### src/rtl/pool_mem_arbiter_if.sv
// Bus bundle between the pool memory arbiter and its requesters / pool memory.
// master = requester/memory side, slave = arbiter side.
interface pool_mem_arbiter_if #(
  parameter int POOL_ADDR_WIDTH = 10,
  parameter int FRAME_CNT_WIDTH = 8
);
  logic                       enable;
  logic [POOL_ADDR_WIDTH-1:0] prod_address_a;
  logic [POOL_ADDR_WIDTH-1:0] prod_address_b;
  logic                       prod_rden_a;
  logic                       prod_rden_b;
  logic                       prod_wren_a;
  logic                       prod_wren_b;
  logic                       pool_done;
  logic [POOL_ADDR_WIDTH-1:0] cons_address_a;
  logic [POOL_ADDR_WIDTH-1:0] cons_address_b;
  logic                       cons_rden_a;
  logic                       cons_rden_b;
  logic                       cons_done;
  logic [POOL_ADDR_WIDTH-1:0] address_a_t_use_out;
  logic [POOL_ADDR_WIDTH-1:0] address_b_t_use_out;
  logic                       rden_a_use_out;
  logic                       rden_b_use_out;
  logic                       wren_a_use_out;
  logic                       wren_b_use_out;
  logic                       layer_enable;
  logic                       next_enable;
  logic [1:0]                 owner;
  logic [FRAME_CNT_WIDTH-1:0] frame_count;
  logic                       conflict_err;

  modport master (
    output enable, prod_address_a, prod_address_b, prod_rden_a, prod_rden_b,
           prod_wren_a, prod_wren_b, pool_done, cons_address_a, cons_address_b,
           cons_rden_a, cons_rden_b, cons_done,
    input  address_a_t_use_out, address_b_t_use_out, rden_a_use_out, rden_b_use_out,
           wren_a_use_out, wren_b_use_out, layer_enable, next_enable, owner,
           frame_count, conflict_err
  );

  modport slave (
    input  enable, prod_address_a, prod_address_b, prod_rden_a, prod_rden_b,
           prod_wren_a, prod_wren_b, pool_done, cons_address_a, cons_address_b,
           cons_rden_a, cons_rden_b, cons_done,
    output address_a_t_use_out, address_b_t_use_out, rden_a_use_out, rden_b_use_out,
           wren_a_use_out, wren_b_use_out, layer_enable, next_enable, owner,
           frame_count, conflict_err
  );
endinterface

### src/rtl/pool_mem_arbiter.sv
// Shares one conv layer's pool memory between its pool writer and the next layer's reader.
// Define POOL_ARB_ERRCHK_EN to build the sticky access-violation checker (conflict_err).
//
// state   | meaning
// IDLE    | no owner, waiting for enable
// PRODUCE | producing layer enabled and owns the memory
// DRAIN   | nobody owns the memory for HANDOFF_CYCLES cycles
// CONSUME | consuming layer enabled, read-only access
module pool_mem_arbiter #(
  parameter int POOL_ADDR_WIDTH = 10,
  parameter int HANDOFF_CYCLES  = 2,
  parameter int FRAME_CNT_WIDTH = 8
) (
  input logic clock,
  input logic reset,
  pool_mem_arbiter_if.slave bus
);
  localparam int CNT_W = $clog2(HANDOFF_CYCLES + 1);
  localparam logic [CNT_W-1:0] DRAIN_LOAD = CNT_W'(HANDOFF_CYCLES - 1);

  typedef enum logic [1:0] {IDLE = 2'd0, PRODUCE = 2'd1, DRAIN = 2'd2, CONSUME = 2'd3} state_t;

  state_t                     state, next_state;
  logic [CNT_W-1:0]           drain_cnt;
  logic [POOL_ADDR_WIDTH-1:0] addr_a, addr_b;
  logic                       rden_a, rden_b, wren_a, wren_b;
  logic [FRAME_CNT_WIDTH-1:0] frame_cnt;
  logic [1:0]                 owner;
  logic                       layer_en, next_en;

  always_ff @(posedge clock or posedge reset) begin
    if (reset) state <= IDLE;
    else       state <= next_state;
  end

  always_comb begin
    next_state = state;
    case (state)
      IDLE:    if (bus.enable)       next_state = PRODUCE;
      PRODUCE: if (bus.pool_done)    next_state = DRAIN;
      DRAIN:   if (drain_cnt == '0)  next_state = CONSUME;
      CONSUME: if (bus.cons_done)    next_state = IDLE;
      default:                       next_state = IDLE;
    endcase
  end

  always_comb begin
    owner    = 2'd0;
    layer_en = 1'b0;
    next_en  = 1'b0;
    case (state)
      PRODUCE: begin owner = 2'd1; layer_en = 1'b1; end
      CONSUME: begin owner = 2'd2; next_en  = 1'b1; end
      default: ;
    endcase
  end

  // Down-counter loaded on the pool_done edge; DRAIN exits at terminal count zero.
  always_ff @(posedge clock or posedge reset) begin
    if (reset)                                drain_cnt <= '0;
    else if (state == PRODUCE && bus.pool_done) drain_cnt <= DRAIN_LOAD;
    else if (state == DRAIN && drain_cnt != '0) drain_cnt <= drain_cnt - CNT_W'(1);
  end

  // Gate by next_state so the strobes always agree with owner on the same cycle.
  always_ff @(posedge clock or posedge reset) begin
    if (reset) begin
      addr_a <= '0;
      addr_b <= '0;
      rden_a <= 1'b0;
      rden_b <= 1'b0;
      wren_a <= 1'b0;
      wren_b <= 1'b0;
    end else begin
      case (next_state)
        PRODUCE: begin
          addr_a <= bus.prod_address_a;
          addr_b <= bus.prod_address_b;
          rden_a <= bus.prod_rden_a;
          rden_b <= bus.prod_rden_b;
          wren_a <= bus.prod_wren_a;
          wren_b <= bus.prod_wren_b;
        end
        CONSUME: begin
          addr_a <= bus.cons_address_a;
          addr_b <= bus.cons_address_b;
          rden_a <= bus.cons_rden_a;
          rden_b <= bus.cons_rden_b;
          wren_a <= 1'b0;
          wren_b <= 1'b0;
        end
        default: begin
          rden_a <= 1'b0;
          rden_b <= 1'b0;
          wren_a <= 1'b0;
          wren_b <= 1'b0;
        end
      endcase
    end
  end

  always_ff @(posedge clock or posedge reset) begin
    if (reset)                                 frame_cnt <= '0;
    else if (state == CONSUME && bus.cons_done) frame_cnt <= frame_cnt + FRAME_CNT_WIDTH'(1);
  end

`ifdef POOL_ARB_ERRCHK_EN
  logic err_hit, err_q;

  assign err_hit = ((bus.prod_wren_a || bus.prod_wren_b) && state != PRODUCE) ||
                   ((bus.cons_rden_a || bus.cons_rden_b) && state != CONSUME) ||
                   (state == PRODUCE && bus.prod_wren_a && bus.prod_wren_b &&
                    bus.prod_address_a == bus.prod_address_b);

  always_ff @(posedge clock or posedge reset) begin
    if (reset)        err_q <= 1'b0;
    else if (err_hit) err_q <= 1'b1;
  end

  assign bus.conflict_err = err_q;
`else
  assign bus.conflict_err = 1'b0;
`endif

  assign bus.address_a_t_use_out = addr_a;
  assign bus.address_b_t_use_out = addr_b;
  assign bus.rden_a_use_out      = rden_a;
  assign bus.rden_b_use_out      = rden_b;
  assign bus.wren_a_use_out      = wren_a;
  assign bus.wren_b_use_out      = wren_b;
  assign bus.owner               = owner;
  assign bus.layer_enable        = layer_en;
  assign bus.next_enable         = next_en;
  assign bus.frame_count         = frame_cnt;
endmodule
### src/flat_wrapper.sv
// flat-port wrapper written by rule: the top's interface ports become plain ports
module pool_mem_arbiter_flat 
#(
  parameter int POOL_ADDR_WIDTH = 10,
  parameter int HANDOFF_CYCLES  = 2,
  parameter int FRAME_CNT_WIDTH = 8
)
  (clock, reset, bus_enable, bus_prod_address_a, bus_prod_address_b, bus_prod_rden_a, bus_prod_rden_b, bus_prod_wren_a, bus_prod_wren_b, bus_pool_done, bus_cons_address_a, bus_cons_address_b, bus_cons_rden_a, bus_cons_rden_b, bus_cons_done, bus_address_a_t_use_out, bus_address_b_t_use_out, bus_rden_a_use_out, bus_rden_b_use_out, bus_wren_a_use_out, bus_wren_b_use_out, bus_layer_enable, bus_next_enable, bus_owner, bus_frame_count, bus_conflict_err);
  pool_mem_arbiter_if #(.POOL_ADDR_WIDTH(POOL_ADDR_WIDTH), .FRAME_CNT_WIDTH(FRAME_CNT_WIDTH)) bus_i ();
  input logic clock;
  input logic reset;
  input wire logic [$bits(bus_i.enable)-1:0] bus_enable;
  input wire logic [$bits(bus_i.prod_address_a)-1:0] bus_prod_address_a;
  input wire logic [$bits(bus_i.prod_address_b)-1:0] bus_prod_address_b;
  input wire logic [$bits(bus_i.prod_rden_a)-1:0] bus_prod_rden_a;
  input wire logic [$bits(bus_i.prod_rden_b)-1:0] bus_prod_rden_b;
  input wire logic [$bits(bus_i.prod_wren_a)-1:0] bus_prod_wren_a;
  input wire logic [$bits(bus_i.prod_wren_b)-1:0] bus_prod_wren_b;
  input wire logic [$bits(bus_i.pool_done)-1:0] bus_pool_done;
  input wire logic [$bits(bus_i.cons_address_a)-1:0] bus_cons_address_a;
  input wire logic [$bits(bus_i.cons_address_b)-1:0] bus_cons_address_b;
  input wire logic [$bits(bus_i.cons_rden_a)-1:0] bus_cons_rden_a;
  input wire logic [$bits(bus_i.cons_rden_b)-1:0] bus_cons_rden_b;
  input wire logic [$bits(bus_i.cons_done)-1:0] bus_cons_done;
  output wire logic [$bits(bus_i.address_a_t_use_out)-1:0] bus_address_a_t_use_out;
  output wire logic [$bits(bus_i.address_b_t_use_out)-1:0] bus_address_b_t_use_out;
  output wire logic [$bits(bus_i.rden_a_use_out)-1:0] bus_rden_a_use_out;
  output wire logic [$bits(bus_i.rden_b_use_out)-1:0] bus_rden_b_use_out;
  output wire logic [$bits(bus_i.wren_a_use_out)-1:0] bus_wren_a_use_out;
  output wire logic [$bits(bus_i.wren_b_use_out)-1:0] bus_wren_b_use_out;
  output wire logic [$bits(bus_i.layer_enable)-1:0] bus_layer_enable;
  output wire logic [$bits(bus_i.next_enable)-1:0] bus_next_enable;
  output wire logic [$bits(bus_i.owner)-1:0] bus_owner;
  output wire logic [$bits(bus_i.frame_count)-1:0] bus_frame_count;
  output wire logic [$bits(bus_i.conflict_err)-1:0] bus_conflict_err;
  assign bus_i.enable = bus_enable;
  assign bus_i.prod_address_a = bus_prod_address_a;
  assign bus_i.prod_address_b = bus_prod_address_b;
  assign bus_i.prod_rden_a = bus_prod_rden_a;
  assign bus_i.prod_rden_b = bus_prod_rden_b;
  assign bus_i.prod_wren_a = bus_prod_wren_a;
  assign bus_i.prod_wren_b = bus_prod_wren_b;
  assign bus_i.pool_done = bus_pool_done;
  assign bus_i.cons_address_a = bus_cons_address_a;
  assign bus_i.cons_address_b = bus_cons_address_b;
  assign bus_i.cons_rden_a = bus_cons_rden_a;
  assign bus_i.cons_rden_b = bus_cons_rden_b;
  assign bus_i.cons_done = bus_cons_done;
  assign bus_address_a_t_use_out = bus_i.address_a_t_use_out;
  assign bus_address_b_t_use_out = bus_i.address_b_t_use_out;
  assign bus_rden_a_use_out = bus_i.rden_a_use_out;
  assign bus_rden_b_use_out = bus_i.rden_b_use_out;
  assign bus_wren_a_use_out = bus_i.wren_a_use_out;
  assign bus_wren_b_use_out = bus_i.wren_b_use_out;
  assign bus_layer_enable = bus_i.layer_enable;
  assign bus_next_enable = bus_i.next_enable;
  assign bus_owner = bus_i.owner;
  assign bus_frame_count = bus_i.frame_count;
  assign bus_conflict_err = bus_i.conflict_err;
  pool_mem_arbiter #(.POOL_ADDR_WIDTH(POOL_ADDR_WIDTH), .HANDOFF_CYCLES(HANDOFF_CYCLES), .FRAME_CNT_WIDTH(FRAME_CNT_WIDTH)) u_core (.clock(clock), .reset(reset), .bus(bus_i));
endmodule
### config.mk
export PLATFORM = sky130hd
export DESIGN_NAME = pool_mem_arbiter_flat
export DESIGN_NICKNAME = d
export VERILOG_FILES = /design/src/rtl/pool_mem_arbiter_if.sv /design/src/rtl/pool_mem_arbiter.sv /design/src/flat_wrapper.sv
export SDC_FILE = /design/constraint.sdc
export NUM_CORES = 1
export LEC_CHECK = 0
export BUFFER_PORTS_ARGS = -buffer_cell sky130_fd_sc_hd__buf_2
export CAP_MARGIN = 20
export CORE_ASPECT_RATIO = 0.9
export CORE_MARGIN = 5
export CORE_UTILIZATION = 48
export CTS_CLUSTER_DIAMETER = 200
export CTS_CLUSTER_SIZE = 25
export DETAILED_ROUTE_END_ITERATION = 8
export PLACE_DENSITY = 0.85
export SYNTH_ARGS = -nofsm -noshare
export SYNTH_HDL_FRONTEND = slang
export SYNTH_SLANG_ARGS = --single-unit
### constraint.sdc
create_clock -name clock -period 3.72 [get_ports clock]
set_clock_uncertainty 0.15 [all_clocks]
set_input_delay 0.372 -clock clock [delete_from_list [all_inputs] [get_ports clock]]
set_output_delay 0.372 -clock clock [all_outputs]
set_load 0.005 [all_outputs]
==> out/results.ini, run 1 <==
[outcome]
status=finished, final reports clean

[cts]
worstSkewPairLatency_ns=0.28
cts_inserted_buffers=5
clock_sink_count=36
h_tree_levels=2
clk_root_buffer_cell=clkbuf_8
cts.clk_slew.worst_paths_ns=0.06
clock_tree_from_tritoncts=yes
cts-root-to-sink-buffers=2

[pwr]
power.static_leakage_nw=1.24
cell_area_power_density_nw_per_um2=773
share_seq_of_total_power_pct=40.9
power.switching_mw=0.600
power.ir.vdd_worst_mv=0.385
internal_power_mw=1.09
p_comb_share_pct=45.1
clock_power_share_pct=14.0
switching_share_pct=35.4

[detailed_routing]
antenna_violating_nets_post_route=0
detailedRoute.firstIterationViolations=65
vias_per_cell=5.41
drt-total-wl_um=4110
vias=1449
avgRoutedWirePerCell_um=15.3
drc_errors=0
detailedRoute.firstPassIterationCount=4

[logic_synthesis]
yosys.cell_types.count=30
synth.most_common_cell=dfrtp_1
synth_area_um2=1660
postSynth.asyncResetShare_pct=100
yosys_warnings=0
post_synth_inst_count=142
synth_area_leaders=dfrtp_1, a221o_1, and3_1
synth_enable_flop_cells=0
yosysTopAreaCell=dfrtp_1
synthFlopType=dfrtp_1
synth.net_count=195
yosys.area.top_type_share_pct=54.2
synth_sequential_area_ratio_pct=54.2
top_cells_by_count_synth=dfrtp_1, and3_1, a221o_1
synth.ff_latch_count=36
syn-mean-instance-area_um2=11.7

[worst_setup_path]
worst-setup-path-type=reg2reg
path_max_fanout=21
crit_path_top_delay_cell=mux4_2
end_kind=flip-flop
arrival_worst_endpoint_ns=2.06
r2r-end=u_core.bus.address_a_t_use_out[9]
critical_path.startpoint_type=flip-flop
rr_worst_depth=5
regToRegSetupSlack_ns=1.67
worst_path_most_repeated_cell=inv_1
critical_path_cell_list=inv_1 > ha_1 > inv_1 > mux4_2 > a221o_1
max_stage_delay_ns=0.67
worst_ep_required_time_ns=3.73
worst_reg2reg_path_startpoint=u_core.drain_cnt[0]

[floorplanning]
fp-row-count=20
initial_utilization_pct=49.6
pin_count=88
width_of_the_die_um=72.0
design.core.area_um2=3350
die_outline_height_um=65.8
fp.dieArea_um2=4740

[placed_design]
globalplace.congestion=0.761
place_hpwl_um=3080
numPortBuffers=86

[worst_hold_path]
worstHoldEndpoint=u_core.bus.rden_a_use_out
worst_hold_path.num_cells=2
hold_path_class=in2reg
hold_start=bus_cons_rden_a

[sta]
tns_ns=0
hold_violations=0
finalWorstPathRequiredPeriod_ns=2.05
grt_setup_unrepaired=no
fin_crit_sh_pct=55.2
max_freq_mhz=487
finalMaxSlewViolations=0
finalSetupViolations=0

[grt]
tot_gr_track_use_pct=18.0
first_global_vias=1416
grt_max_degree=28
first_pass_grt_wire_length_um=6470
antenna_violations_before_repair=0
global_route.overflow_total=0

[cells_and_area]
final_standard_cell_utilization_of_the_core_pct=65.2
antenna_cells_inserted=0
drive_above_1_share_pct=43.8
area_growth_syn_to_layout_pct=31.5
nets_finish=279

[job]
cap_violations=0

## critical path, delay by kind of cell, from the launching register on
family	cells	cell delay, ns
compound gates	1	0.42
mux	1	0.67
fa+ha+maj	1	0.19
buf+inv	2	0.11
flops	1	0.40
## flip-flops by register name, indices dropped and copies added, names as in the netlist
| register | cells |
|---|---|
| u_core.bus.address_a_t_use_out | 10 |
| u_core.bus.address_b_t_use_out | 10 |
| u_core.bus.frame_count | 8 |
| u_core.bus.rden_a_use_out | 1 |
| u_core.bus.rden_b_use_out | 1 |
| u_core.bus.wren_a_use_out | 1 |
| u_core.bus.wren_b_use_out | 1 |
| u_core.drain_cnt | 2 |
| u_core.state | 2 |
## cells by family after synthesis
group	share of synthesized area [%]
AND/OR/NAND/NOR	15.9
XOR/XNOR	3.69
flip-flops	54.2
adder cells (fa/ha/maj)	1.50
other	0.226
buffers and inverters	7.00
multiplexers	2.03
AO/OA/AOI/OAI	15.5
## layout by cell type, fill, tap and decap left out, drive strengths merged, types with 3 or more instances in the layout
cell type,n
xor2,5
nand2,6
nor2,3
clkbuf,5
inv,7
and3,23
nand4,3
buf,90
dfrtp,36
a221o,20
## worst max path at each step
stage                         from                                 to  slack (ns)  cells past startpoint
2_1_floorplan  u_core.drain_cnt[0]  u_core.bus.address_a_t_use_out[0]        1.84                      6
5_1_grt        u_core.drain_cnt[0]  u_core.bus.address_a_t_use_out[3]        1.57                      5
3_3_place_gp   u_core.drain_cnt[0]  u_core.bus.address_a_t_use_out[9]        1.73                      5
6_report       u_core.drain_cnt[0]  u_core.bus.address_a_t_use_out[9]        1.67                      5
4_1_cts        u_core.drain_cnt[0]  u_core.bus.address_a_t_use_out[3]        1.67                      5
3_5_place_dp   u_core.drain_cnt[0]  u_core.bus.address_a_t_use_out[3]        1.67                      5
## through the flow
| step | hold WS [ns] | area, µm² | std cells | setup slack [ns] | power, mW |
|---|---|---|---|---|---|
| finish | 0.166 | 2190 | 268 | 1.67 | 1.69 |
| CTS | 0.155 | 2150 | 266 | 1.67 | 1.71 |
| global route | 0.151 | 2190 | 268 | 1.57 | 1.84 |
| floorplan | 0.315 | 1660 | 142 | 1.84 | 1.22 |
| detailed placement | 0.307 | 2080 | 261 | 1.67 | 1.46 |
| global placement | 0.303 | 2080 | 261 | 1.73 | 1.44 |
## layout make-up
class                      instances  area (µm²)
fill                             276        1170
sequential                        36         901
multi-input combinational         85         646
timing repair buffer              91         490
clock buffer                       5        68.8
tap                               44        55.1
inverter                           7        26.3
## per-layer routing
metal  vias up  GRT usage (%)  part of all wire [%]
li1        685              -                     -
met1       671           21.9                    41
met2        89           28.3                    44
met3         4           9.57                    15
met4         0           3.99                  0.32
met5         -              0                     0
## what timing repair did
| action | in CTS | in global routing |
|---|---|---|
| hold buffers | 0 | 1 |
| buffers inserted | 0 | 0 |
| gates resized for setup | 0 | 0 |
| hold endpoints to repair | 0 | 2 |
| endpoints found under the setup margin | 0 | 0 |
## power by group through the flow
stage | logic (mW) | clock network [mW] | registers, mW
after floorplan | 0.538 | 0 | 0.684
after CTS | 0.768 | 0.247 | 0.693
after detailed placement | 0.763 | 0 | 0.697
after global routing | 0.855 | 0.263 | 0.719
after global placement | 0.737 | 0 | 0.698
final | 0.763 | 0.237 | 0.692
Note: power is estimated with default switching activity, not from simulation.
==> run 2: changes to the inputs <==
--- a/config.mk
+++ b/config.mk
@@ -9,11 +9,11 @@
 export CAP_MARGIN = 20
 export CORE_ASPECT_RATIO = 0.9
 export CORE_MARGIN = 5
-export CORE_UTILIZATION = 48
+export CORE_UTILIZATION = 44
 export CTS_CLUSTER_DIAMETER = 200
 export CTS_CLUSTER_SIZE = 25
 export DETAILED_ROUTE_END_ITERATION = 8
-export PLACE_DENSITY = 0.85
+export PLACE_DENSITY = 0.79
 export SYNTH_ARGS = -nofsm -noshare
 export SYNTH_HDL_FRONTEND = slang
 export SYNTH_SLANG_ARGS = --single-unit
==> constraint.sdc (replaced) <==
create_clock -name clock -period 2.11 [get_ports clock]
set_clock_uncertainty 0.15 [all_clocks]
set_input_delay 0.211 -clock clock [delete_from_list [all_inputs] [get_ports clock]]
set_output_delay 0.211 -clock clock [all_outputs]
set_load 0.005 [all_outputs]
==> run 2 against run 1 <==
Sequential power is 76% higher. Total power rose by 84%. Routed wire length up 5.3%. Clock power rose by 86%. Clock-buffer cell count grew 1. Die area up 7.8%. Worst setup slack lost 1.6 ns. Sequential share of layout area fell by 1.1 points. Global-route usage decreased by 0.65 points. Cell count increased by 3.4%. Fmax up 1.4%. Register-to-register slack got worse by 1.6 ns. Largest power group unchanged. Highest routed layer unchanged.
==> out/results.ini, run 2 (same netlist as run 1, synthesis figures left out) <==
[outcome]
status=finished, final reports clean

[floorplanning]
fp.dieArea_um2=5110
fp-row-count=21
die_outline_height_um=68.3
pin_count=88
width_of_the_die_um=74.8
design.core.area_um2=3680
initial_utilization_pct=45.2

[placed_design]
dpl-instance-area_um2=2110
place_inst=265
numPortBuffers=86
place_hpwl_um=3170
globalplace.congestion=0.788
placement.setup.worst_slack_ns=0.0148

[worst_setup_path]
max_stage_delay_ns=0.61
worst_path_most_repeated_cell=inv_1
timing.critical_path.buf_inv=2
cell_type_group_with_the_largest_total_delay_on_the_critical_path=multiplexers
arrival_worst_endpoint_ns=2.02
critical_path_cell_list=inv_1 > ha_1 > inv_1 > mux4_2 > a221o_1
crit_path_top_delay_cell=mux4_2
path_max_fanout=11
worst-setup-path-type=reg2reg
critical_path.startpoint_type=flip-flop
end_kind=flip-flop
worst_ep_required_time_ns=2.11

[sta]
finalSetupViolations=0
max_freq_mhz=494
tns_ns=0
postLayoutSetupSlackWorst_ns=0.0849
finalMaxSlewViolations=0
grt_setup_unrepaired=no
hold_violations=0
fin_crit_sh_pct=96.0
fin_hold_ws_ns=0.00975
finalWorstPathRequiredPeriod_ns=2.03

[cells_and_area]
nets_finish=284
drive_above_1_share_pct=44.6
stdcell_count=277
layout.cells.most_common=buf_2
final_standard_cell_utilization_of_the_core_pct=61.1
layout.cell_area.non_filler_um2=2250
area_growth_syn_to_layout_pct=35.1
antenna_cells_inserted=0
layout_common_cells=buf_2, dfrtp_1, and3_1

[grt]
first_global_vias=1478
antenna_violations_before_repair=0
grt_max_degree=37
global_route.overflow_total=0
first_pass_grt_wire_length_um=6670
tot_gr_track_use_pct=17.4

[detailed_routing]
drc_errors=0
drt-total-wl_um=4330
detailedRoute.firstIterationViolations=70
vias=1451
antenna_violating_nets_post_route=0
detailedRoute.firstPassIterationCount=4
avgRoutedWirePerCell_um=15.6
vias_per_cell=5.24

[cts]
cts.clk_slew.worst_paths_ns=0.07
clock_sink_count=36
worstSkewPairLatency_ns=0.28
cts-root-to-sink-buffers=2
clk_root_buffer_cell=clkbuf_8
cts_inserted_buffers=5
clock_tree_from_tritoncts=yes
h_tree_levels=2

[pwr]
power_mw=3.11
power.ir.vdd_worst_mv=0.627
power.static_leakage_nw=1.26
cell_area_power_density_nw_per_um2=1390

[job]
cap_violations=0

[worst_hold_path]
hold_path_class=in2reg

## run 2: cell types whose count changed in the layout (fill, tap and decap cells not counted), sizes merged
cell | before | now
dlygate4sd3 | 1 | 4
buf | 90 | 91
clkbuf | 5 | 6
clkinv | 0 | 1
mux4 | 1 | 2
## run 2: worst paths after layout
path / start / to / slack, ns / depth (start not counted)
setup / recovery: u_core.drain_cnt[0] / u_core.bus.address_b_t_use_out[4] / 0.08 / 5
hold / removal: bus_cons_address_b[1] / u_core.bus.address_b_t_use_out[1] / 0.01 / 2
setup reg to reg: u_core.drain_cnt[0] / u_core.bus.address_b_t_use_out[4] / 0.08 / 5
hold reg to reg: u_core.bus.frame_count[7] / u_core.bus.frame_count[7] / 0.32 / 1
max in group asynchronous: reset / u_core.bus.address_a_t_use_out[2] / 1.06 / 4
min in group asynchronous: reset / u_core.bus.rden_b_use_out / 0.43 / 4
## run 2: what timing repair did
action / 4_1_cts / 5_1_grt
endpoints found under the hold margin: 38 / 1
setup buffers: 0 / 0
hold buffers: 3 / 1
gates resized for setup: 0 / 1
endpoints found under the setup margin: 0 / 20
## run 2: layout make-up
type	instances	area, µm²
fill	317	1430
timing repair buffer	95	508
sequential	36	901
clock inverter	1	5.00
clock buffer	6	72.6
multi-input combinational	86	676
inverter	7	26.3
tap	46	57.6
## run 2: where the power goes
part	switching [mW]	total, mW	internal, mW
sequential	0.220	1.22	1.00
clock	0.217	0.441	0.224
combinational	0.685	1.45	0.765
## run 2: per-layer routing
| metal | vias up | global-route usage [%] | share of wire, % |
|---|---|---|---|
| li1 | 702 | - | - |
| met5 | - | 0 | 0 |
| met4 | 0 | 5.11 | 0.44 |
| met3 | 2 | 5.73 | 10 |
| met1 | 680 | 21.5 | 42 |
| met2 | 67 | 28.8 | 47 |
==> run 3: changes to the inputs <==
--- a/config.mk
+++ b/config.mk
@@ -5,7 +5,7 @@
 export SDC_FILE = /design/constraint.sdc
 export NUM_CORES = 1
 export LEC_CHECK = 0
-export BUFFER_PORTS_ARGS = -buffer_cell sky130_fd_sc_hd__buf_2
+export BUFFER_PORTS_ARGS = -buffer_cell sky130_fd_sc_hd__buf_4
 export CAP_MARGIN = 20
 export CORE_ASPECT_RATIO = 0.9
 export CORE_MARGIN = 5
==> run 3 against run 2 <==
Via count is 3.6% higher. Highest routed layer unchanged. Flip-flop and latch count stayed put. Largest cell class unchanged. Die area stayed put.
==> out/results.ini, run 3 (same netlist as run 1, synthesis figures left out) <==
[floorplanning]
width_of_the_die_um=74.8
die_outline_height_um=68.3
fp.dieArea_um2=5110
pin_count=88
initial_utilization_pct=45.2
design.core.area_um2=3680
fp-row-count=21

[sta]
postLayoutSetupSlackWorst_ns=0.0908
grt_setup_unrepaired=no
tns_ns=0
finalWorstPathRequiredPeriod_ns=2.02
hold_violations=0
finalSetupViolations=0
fin_crit_sh_pct=95.7
max_freq_mhz=495
finalMaxSlewViolations=0

[pwr]
clock_power_share_pct=14.8
p_comb_share_pct=48.8
switching_share_pct=34.3
cell_area_power_density_nw_per_um2=1330
internal_power_mw=2.22
power.static_leakage_nw=1.36
power.switching_mw=1.16
power.ir.vdd_worst_mv=0.899
share_seq_of_total_power_pct=36.4

[grt]
antenna_violations_before_repair=0
tot_gr_track_use_pct=18.8
first_global_vias=1562
global_route.overflow_total=0
first_pass_grt_wire_length_um=7200
grt_max_degree=37

[cells_and_area]
area_growth_syn_to_layout_pct=53.0
layout.cells.most_common=buf_4
layout_common_cells=buf_4, dfrtp_1, and3_1
multi_input_comb_area_um2=676
antenna_cells_inserted=0
nets_finish=291
n_fill_cell=299
drive_above_1_share_pct=44.4
ff_latch_area_um2=901

[worst_setup_path]
cell_type_group_with_the_largest_total_delay_on_the_critical_path=multiplexers
critical_path_cell_list=inv_1 > ha_1 > inv_1 > mux4_2 > a221o_1
crit_path_top_delay_cell=mux4_2
worst_path_most_repeated_cell=inv_1
max_stage_delay_ns=0.62
path_max_fanout=11
worst_ep_required_time_ns=2.12
worst-setup-path-type=reg2reg
critical_path.startpoint_type=flip-flop
timing.critical_path.buf_inv=2
arrival_worst_endpoint_ns=2.03
end_kind=flip-flop

[placed_design]
globalplace.congestion=0.767
place_hpwl_um=3220
numPortBuffers=86
placement.setup.worst_slack_ns=0.0227

[cts]
cts.clk_slew.worst_paths_ns=0.07
clock_tree_from_tritoncts=yes
clk_root_buffer_cell=clkbuf_8
cts-root-to-sink-buffers=2
cts_inserted_buffers=5
h_tree_levels=2
worstSkewPairLatency_ns=0.28
clock_sink_count=36

[detailed_routing]
avgRoutedWirePerCell_um=15.9
antenna_violating_nets_post_route=0
drt-total-wl_um=4550
vias_per_cell=5.27
drc_errors=0
vias=1503
detailedRoute.firstIterationViolations=107
detailedRoute.firstPassIterationCount=4

[job]
cap_violations=0

[worst_hold_path]
hold_path_class=in2reg

[outcome]
status=finished, final reports clean

-- run 3: timing repair --
item,in CTS,in global routing
resized for setup,0,1
endpoints found under the hold margin,42,3
setup buffers,0,0
hold buffers,7,3
endpoints found under the setup margin,0,20
-- run 3: area by class of cell --
cell class	instances	area share (%)
sequential	36	35.4
timing repair buffer	102	31.1
multi-input combinational	86	26.6
clock buffer	6	3.25
tap	46	2.26
inverter	7	1.03
clock inverter	2	0.394
-- run 3: per-layer routing --
layer | part of all wire (%) | up-vias | routed length (µm) | GRT usage, %
li1 | - | 722 | - | -
met1 | 41 | 702 | 1860 | 23.9
met2 | 47 | 74 | 2130 | 30.5
met3 | 11 | 5 | 499 | 5.43
met4 | 1.1 | 0 | 50 | 6.67
met5 | 0 | - | 0 | 0
-- run 3: worst paths after layout --
kind | start | end | slack (ns) | cells past startpoint
max | u_core.drain_cnt[0] | u_core.bus.address_b_t_use_out[5] | 0.09 | 5
min | bus_cons_address_a[3] | u_core.bus.address_a_t_use_out[3] | 0.007 | 2
max reg2reg | u_core.drain_cnt[0] | u_core.bus.address_b_t_use_out[5] | 0.09 | 5
min reg2reg | u_core.bus.frame_count[7] | u_core.bus.frame_count[7] | 0.34 | 1
max in group asynchronous | reset | u_core.bus.address_b_t_use_out[7] | 1.05 | 4
min in group asynchronous | reset | u_core.bus.frame_count[1] | 0.45 | 4
-- run 3: worst reg2reg max path, stage by stage (launching register included) --
cell	delay (ns)
dfrtp_1	0.40
inv_1	0.07
ha_1	0.19
inv_1	0.07
mux4_2	0.62
a221o_1	0.41
-- run 3: through the flow --
step	util (%)	cells	area (µm²)	power [mW]	hold WS, ns
after floorplan	-	142	1660	2.15	0.194
after global placement	63.3	266	2330	2.80	0.198
after detailed placement	63.3	266	2330	2.84	0.202
after CTS	67.7	281	2490	3.35	0.00132
after global routing	69.1	285	2540	3.63	0.00370
final	69.1	285	2540	3.37	0.00672
-- run 3: power groups by stage --
stage	registers [mW]	clock network, mW	logic, mW
finish	1.23	0.498	1.65
global route	1.27	0.541	1.82
CTS	1.22	0.507	1.62
detailed placement	1.23	0	1.61
global placement	1.22	0	1.58
floorplan	1.21	0	0.948
